File: src/rtl/stream_pkg.sv
// Shared definitions for the LED stream scheduler: FSM state encoding,
// launch-acceptance timeout and default pacing constants.
package stream_pkg;

  typedef enum logic [2:0] {
    ST_IDLE,
    ST_LAUNCH,
    ST_ACCEPT,
    ST_RUN,
    ST_ADVANCE
  } state_e;

  localparam int ACCEPT_TIMEOUT   = 3;
  localparam int TICK_DIV_DEFAULT = 50000000;
  localparam int SEG_LEDS         = 8;

endpackage

File: src/rtl/stream_tick_gen.sv
// Step-tick divider: one registered pulse every DIV enabled clocks.
// The synchronous clear restarts the count from zero.
module stream_tick_gen
  import stream_pkg::*;
#(
  parameter int DIV = TICK_DIV_DEFAULT
) (
  input  logic clk,
  input  logic reset,
  input  logic en,
  input  logic clr,
  output logic tick
);

  localparam int            CW   = (DIV > 2) ? $clog2(DIV) : 1;
  localparam logic [CW-1:0] LAST = CW'(DIV - 1);
  localparam logic [CW-1:0] PRE  = CW'(DIV - 2);

  logic [CW-1:0] cnt_q, cnt_d;
  logic          tick_q, tick_d;

  // The pulse is registered, so it is raised one cycle ahead of the count
  // reaching LAST and lines up with the cycle in which the count equals LAST.
  always_comb begin
    cnt_d  = cnt_q;
    tick_d = 1'b0;
    if (clr) begin
      cnt_d = '0;
    end else if (en) begin
      cnt_d  = (cnt_q == LAST) ? '0 : cnt_q + 1'b1;
      tick_d = (cnt_q == PRE);
    end
  end

  always_ff @(posedge clk or posedge reset) begin
    if (reset) begin
      cnt_q  <= '0;
      tick_q <= 1'b0;
    end else begin
      cnt_q  <= cnt_d;
      tick_q <= tick_d;
    end
  end

  assign tick = tick_q;

endmodule

File: src/rtl/stream_seq.sv
// Scheduler that launches NSEG LED stream segments one at a time, paces them
// with a shared step tick and counts passes. STREAM_SEQ_BOUNCE_EN selects ping-pong order.
module stream_seq
  import stream_pkg::*;
#(
  parameter int NSEG     = 4,
  parameter int TICK_DIV = TICK_DIV_DEFAULT,
  parameter int LOOPS_W  = 4
) (
  input  logic                    clk,
  input  logic                    reset,
  input  logic                    start,
  input  logic                    abort,
  input  logic [LOOPS_W-1:0]      loop_req,
  input  logic [NSEG-1:0]         seg_idle,
  output logic [NSEG-1:0]         seg_go,
  output logic                    step_tick,
  output logic [$clog2(NSEG)-1:0] active_seg,
  output logic [LOOPS_W-1:0]      pass_cnt,
  output logic                    busy,
  output logic                    done,
  output logic                    err
);

  localparam int            AW       = $clog2(NSEG);
  localparam int            TW       = $clog2(ACCEPT_TIMEOUT + 1);
  localparam logic [AW-1:0] LAST_SEG = AW'(NSEG - 1);
  localparam logic [TW-1:0] ACC_MAX  = TW'(ACCEPT_TIMEOUT);

  state_e             state_q, state_d;
  logic               start_q;
  logic [LOOPS_W-1:0] loops_q, loops_d;
  logic [LOOPS_W-1:0] pass_q, pass_d;
  logic [AW-1:0]      act_q, act_d;
  logic [TW-1:0]      acc_q, acc_d;
  logic               err_q, err_d;
  logic [NSEG-1:0]    go_q, go_d;
  logic               done_q, done_d;
  logic               busy_q, busy_d;
  logic               start_edge;
`ifdef STREAM_SEQ_BOUNCE_EN
  logic               dir_q, dir_d;
`endif

  always_comb begin
    state_d    = state_q;
    loops_d    = loops_q;
    pass_d     = pass_q;
    act_d      = act_q;
    acc_d      = acc_q;
    err_d      = err_q;
    go_d       = '0;
    done_d     = 1'b0;
    start_edge = start & ~start_q;
`ifdef STREAM_SEQ_BOUNCE_EN
    dir_d      = dir_q;
`endif
    if (abort) begin
      state_d = ST_IDLE;
    end else begin
      case (state_q)
        ST_IDLE: begin
          if (start_edge) begin
            loops_d = loop_req;
            pass_d  = '0;
            act_d   = '0;
            err_d   = 1'b0;
            state_d = ST_LAUNCH;
`ifdef STREAM_SEQ_BOUNCE_EN
            dir_d   = 1'b0;
`endif
          end
        end
        ST_LAUNCH: begin
          go_d    = NSEG'(1) << act_q;
          acc_d   = '0;
          state_d = ST_ACCEPT;
        end
        ST_ACCEPT: begin
          // A segment that never leaves idle is flagged and skipped.
          if (!seg_idle[act_q]) begin
            state_d = ST_RUN;
          end else if (acc_q == ACC_MAX) begin
            err_d   = 1'b1;
            state_d = ST_ADVANCE;
          end else begin
            acc_d = acc_q + 1'b1;
          end
        end
        ST_RUN: begin
          if (seg_idle[act_q]) state_d = ST_ADVANCE;
        end
        ST_ADVANCE: begin
          state_d = ST_LAUNCH;
`ifdef STREAM_SEQ_BOUNCE_EN
          // Ping-pong: turn around at each end; a pass ends after segment 0
          // has run on the way back down.
          if (!dir_q) begin
            if (act_q != LAST_SEG) begin
              act_d = act_q + 1'b1;
            end else begin
              dir_d = 1'b1;
              act_d = act_q - 1'b1;
            end
          end else if (act_q != '0) begin
            act_d = act_q - 1'b1;
          end else begin
            pass_d = pass_q + 1'b1;
            dir_d  = 1'b0;
            act_d  = AW'(1);
            if ((loops_q != '0) && (pass_d == loops_q)) begin
              act_d   = '0;
              done_d  = 1'b1;
              state_d = ST_IDLE;
            end
          end
`else
          if (act_q != LAST_SEG) begin
            act_d = act_q + 1'b1;
          end else begin
            pass_d = pass_q + 1'b1;
            act_d  = '0;
            if ((loops_q != '0) && (pass_d == loops_q)) begin
              done_d  = 1'b1;
              state_d = ST_IDLE;
            end
          end
`endif
        end
        default: state_d = ST_IDLE;
      endcase
    end
    busy_d = (state_d != ST_IDLE);
  end

  // The start edge register resets high so a start held through reset is not a request.
  always_ff @(posedge clk or posedge reset) begin
    if (reset) begin
      state_q <= ST_IDLE;
      start_q <= 1'b1;
      loops_q <= '0;
      pass_q  <= '0;
      act_q   <= '0;
      acc_q   <= '0;
      err_q   <= 1'b0;
      go_q    <= '0;
      done_q  <= 1'b0;
      busy_q  <= 1'b0;
`ifdef STREAM_SEQ_BOUNCE_EN
      dir_q   <= 1'b0;
`endif
    end else begin
      state_q <= state_d;
      start_q <= start;
      loops_q <= loops_d;
      pass_q  <= pass_d;
      act_q   <= act_d;
      acc_q   <= acc_d;
      err_q   <= err_d;
      go_q    <= go_d;
      done_q  <= done_d;
      busy_q  <= busy_d;
`ifdef STREAM_SEQ_BOUNCE_EN
      dir_q   <= dir_d;
`endif
    end
  end

  // Clearing on the next state keeps the count at zero throughout IDLE.
  stream_tick_gen #(
    .DIV (TICK_DIV)
  ) u_tick (
    .clk   (clk),
    .reset (reset),
    .en    (busy_q),
    .clr   (~busy_d),
    .tick  (step_tick)
  );

  assign seg_go     = go_q;
  assign active_seg = act_q;
  assign pass_cnt   = pass_q;
  assign busy       = busy_q;
  assign done       = done_q;
  assign err        = err_q;

endmodule
File: config.mk
export PLATFORM = sky130hd
export DESIGN_NAME = stream_seq
export DESIGN_NICKNAME = d
export VERILOG_FILES = /design/src/rtl/stream_pkg.sv /design/src/rtl/stream_tick_gen.sv /design/src/rtl/stream_seq.sv
export SDC_FILE = /design/constraint.sdc
export NUM_CORES = 1
export LEC_CHECK = 0
export BUFFER_PORTS_ARGS = -buffer_cell sky130_fd_sc_hd__clkbuf_2
export CAP_MARGIN = 30
export CELL_PAD_IN_SITES_DETAIL_PLACEMENT = 1
export CELL_PAD_IN_SITES_GLOBAL_PLACEMENT = 2
export CORE_ASPECT_RATIO = 1.4
export CORE_MARGIN = 2
export CORE_UTILIZATION = 40
export CTS_CLUSTER_SIZE = 28
export DETAILED_ROUTE_END_ITERATION = 10
export PLACE_DENSITY = 0.92
export SYNTH_ARGS = -nofsm -noshare
export SYNTH_HDL_FRONTEND = slang
export SYNTH_SLANG_ARGS = --single-unit
File: constraint.sdc
create_clock -name clk -period 4.99 [get_ports clk]
set_input_delay 0.7485 -clock clk [delete_from_list [all_inputs] [get_ports clk]]
set_output_delay 0.7485 -clock clk [all_outputs]
set_load 0.005 [all_outputs]
==> flow_metrics.py <==
metrics = {
    "outcome": {
        "outcome": "finished clean",
    },
    "sta": {
        "timing.final.ws_setup_ns": 2.861,
        "final.setup_skew_ns": 0.008201,
        "timing.final.hold_violations": 0,
        "setup_viol": 0,
        "fmax_mhz": 469.6,
        "post-route-min-period_ns": 2.129,
        "grt_setup_unrepaired": "no",
        "fin_setup_tns_ns": 0,
        "slew-limit-headroom": 0.5678,
        "tightest_slew_ns": 0.6479,
        "max_slew_violation_count": 0,
        "fin_worst_hold_slack_ns": 0.3976,
        "period_share": 0.4267,
    },
    "setup_path": {
        "setup.reg_to_reg.worst_slack_ns": 2.86,
        "critical_path.cell_chain": "ha_1 > xor2_1 > nor2_1 > o2111ai_1 > o21bai_2 > nor3_1",
        "critical_path.reg2reg.endpoint": "u_tick.tick",
        "worst-path-max-fanout": 15,
        "data_arrival_time_at_the_worst_slack_endpoint_ns": 2.29,
        "r2r_cell_count": 6,
        "worst-setup-path-type": "flip-flop to flip-flop",
        "worst_path_largest_cell_delay_ns": 0.60,
        "crit_path_leading_delay_family": "compound AO/OA/AOI/OAI gates",
        "rr_startpoint": "pass_cnt[0]",
        "timing.critical_path.from_type": "flip-flop",
        "worst_path_max_delay_cell": "sky130_fd_sc_hd__o21bai_2",
        "worst-endpoint-required_ns": 5.15,
        "path_buf_inv": 0,
        "end_kind": "flip-flop",
    },
    "clock_tree": {
        "cts_hold_buffers": 0,
        "clkSinkCount": 50,
        "clock_tree_from_tritoncts": "done",
        "cts.clk_slew.worst_paths_ns": 0.10,
        "cts_root_buffer": "sky130_fd_sc_hd__clkbuf_8",
        "cts.repair_timing.setup_buffer_count": 0,
        "clock_latency_ns": 0.30,
        "cts_made_buffers": 5,
        "cts_buffer_depth": 2,
        "cts_h_tree_lvls": 2,
        "ctsResizeCount": 0,
    },
    "floorplan": {
        "design.core.area_um2": 6254,
        "floorplan.die.height_um": 99.56,
        "initial_utilization": 0.4172,
        "die_outline_area_um2": 7193,
        "rows": 34,
        "die_w_um": 72.26,
        "io-pin-count": 26,
    },
    "job": {
        "max-cap-violations": 0,
    },
    "detailed_routing": {
        "drt_wl_total_um": 5863,
        "post_dr_wirelength_cell_um": 16.11,
        "antenna_left": 0,
        "route.detailed.vias_per_inst": 5.574,
        "dr_total_vias": 2029,
        "detailedRoute.firstIterationViolations": 76,
        "route.detailed.drc": 0,
        "drt_pass1_iterations": 4,
    },
    "min_path": {
        "hold_class": "input port to asynchronous set/reset pin",
    },
    "global_routing": {
        "global_route.overflow_total": 0,
        "grt_usage": 0.1773,
        "pin_count_of_the_biggest_net_entering_global_routing": 35,
        "number_of_global_route_vias_before_repair": 2120,
        "number_of_antenna_violations_at_the_first_check_in_global_routing": 0,
        "global_route_wire_length_before_repair_um": 10120,
    },
    "cells_and_area": {
        "num_antenna_cells": 0,
        "layout_commonest_cell": "sky130_fd_sc_hd__dfrtp_1",
        "fin_nets": 311,
        "final_cell_mix": "sky130_fd_sc_hd__dfrtp_1 (49), sky130_fd_sc_hd__nor2_1 (37), sky130_fd_sc_hd__clkbuf_2 (25), sky130_fd_sc_hd__nand2_1 (19)",
        "postLayoutCellArea_um2": 2910,
        "final_layout_size_suffix_gt1_frac": 0.1644,
        "syn_to_final_growth_pct": 11.56,
    },
    "yosys": {
        "post_synthesis_net_count": 287,
        "post_synth_inst_count": 267,
        "post_synth_instance_area_um2": 2609,
        "synth_area_per_cell_um2": 9.771,
        "ys_seq_area_frac": 0.4801,
        "post_synth_num_cell_types": 45,
        "yosys_warnings": 0,
        "yosys_register_bits": 50,
    },
    "power": {
        "pwr_density_cell_nw_per_um2": 286.2,
        "total_leakage_power_nw": 1.248,
        "power.ir.vdd_worst_mv": 0.1537,
        "design_power_total_uw": 832.9,
    },
    "placement": {
        "dpl_cell_area_um2": 2800,
        "port_buffers": 25,
        "pre_cts_ws_ns": 2.853,
        "gp_congestion": 0.7347,
        "hpwlAfterDp_um": 4321,
    },
}
-- synthesized netlist by cell type (all sizes together) --
| cell | n | area (um2) |
|---|---|---|
| nor4b | 1 | 8.760 |
| nor2 | 38 | 145.1 |
| xor2 | 16 | 140.1 |
| and3 | 5 | 31.28 |
| xnor2 | 11 | 96.34 |
| nor4 | 5 | 52.55 |
| mux2i | 1 | 10.01 |
| nand4 | 13 | 87.58 |
| nand3b | 1 | 7.510 |
| a31oi | 4 | 25.02 |
| o31ai | 3 | 22.52 |
| a32o | 1 | 10.01 |
| nand3 | 16 | 80.08 |
| nor3 | 10 | 55.05 |
| nand2 | 19 | 71.32 |
| ha | 8 | 100.1 |
| or2 | 2 | 12.52 |
| inv | 10 | 37.54 |
| o22a | 1 | 8.760 |
| nand2b | 5 | 31.28 |
| clkbuf | 3 | 11.26 |
| and4 | 3 | 26.28 |
| buf | 6 | 32.53 |
| o211ai | 2 | 15.01 |
| dfrtp | 49 | 1226 |
| a21oi | 6 | 30.03 |
| dfstp | 1 | 26.28 |
| and2 | 7 | 43.80 |
| or3 | 1 | 6.260 |
| a211o | 1 | 8.760 |
| o2111ai | 1 | 8.760 |
| mux2 | 4 | 45.04 |
| o21bai | 1 | 11.26 |
| mux4 | 1 | 22.52 |
| o21a | 1 | 7.510 |
| o21ai | 10 | 53.80 |
-- logic make-up after synthesis --
kind of cell / share of synthesized area
and+or+nand+nor: 0.2528
DFF: 0.4801
AOI/OAI and AO/OA: 0.07722
xor gates and xnor gates: 0.09064
buffers and inverters: 0.03118
adders and majority gates: 0.03837
muxes: 0.02973
-- metrics by stage --
stage,std cells,utilization
final,364,0.4654
after global routing,364,0.4654
after CTS,364,0.4654
after detailed placement,356,0.4478
after global placement,355,0.4446
after floorplan,267,-
-- sequential cells by signal, indices dropped and copies added, names as in the netlist --
| register | flops |
|---|---|
| start_q | 1 |
| u_tick.cnt_q | 26 |
| busy | 1 |
| state_q | 3 |
| seg_go | 4 |
| err | 1 |
| active_seg | 2 |
| loops_q | 4 |
| acc_q | 2 |
| done | 1 |
| u_tick.tick | 1 |
| pass_cnt | 4 |
-- metal layers --
| layer | up-vias | share of wire | global-route usage |
|---|---|---|---|
| met1 | 1020 | 0.41 | 0.2082 |
| met3 | 10 | 0.023 | 0.03040 |
| li1 | 976 | - | - |
| met5 | - | 0 | 0 |
| met2 | 23 | 0.55 | 0.3282 |
| met4 | 0 | 0.015 | 0.04354 |
-- where the power goes --
part,total [mW],switching [mW],internal [mW]
combinational,0.0968,0.0533,0.0435
sequential,0.449,0.0243,0.425
clock,0.287,0.137,0.150
-- area by class of cell --
| type | count | area [um2] |
|---|---|---|
| Clock inverter | 2 | 37.54 |
| Clock buffer | 6 | 72.57 |
| Fill cell | 730 | 3343 |
| Multi-Input combinational cell | 198 | 1275 |
| Timing Repair Buffer | 26 | 145.1 |
| Sequential cell | 50 | 1252 |
| Inverter | 10 | 37.54 |
| Tap cell | 72 | 90.09 |
-- how the worst max path moves through the flow --
stage / end / slack [ns] / cells past startpoint / from
finish: u_tick.tick / 2.86 / 6 / pass_cnt[0]
global route: u_tick.tick / 2.58 / 6 / pass_cnt[0]
CTS: u_tick.tick / 2.83 / 6 / pass_cnt[0]
detailed placement: u_tick.tick / 2.85 / 6 / pass_cnt[0]
global placement: u_tick.tick / 2.88 / 6 / pass_cnt[0]
floorplan: acc_q[0] / 3.04 / 1 / reset
No activity file was read; power rests on OpenSTA's default activity.
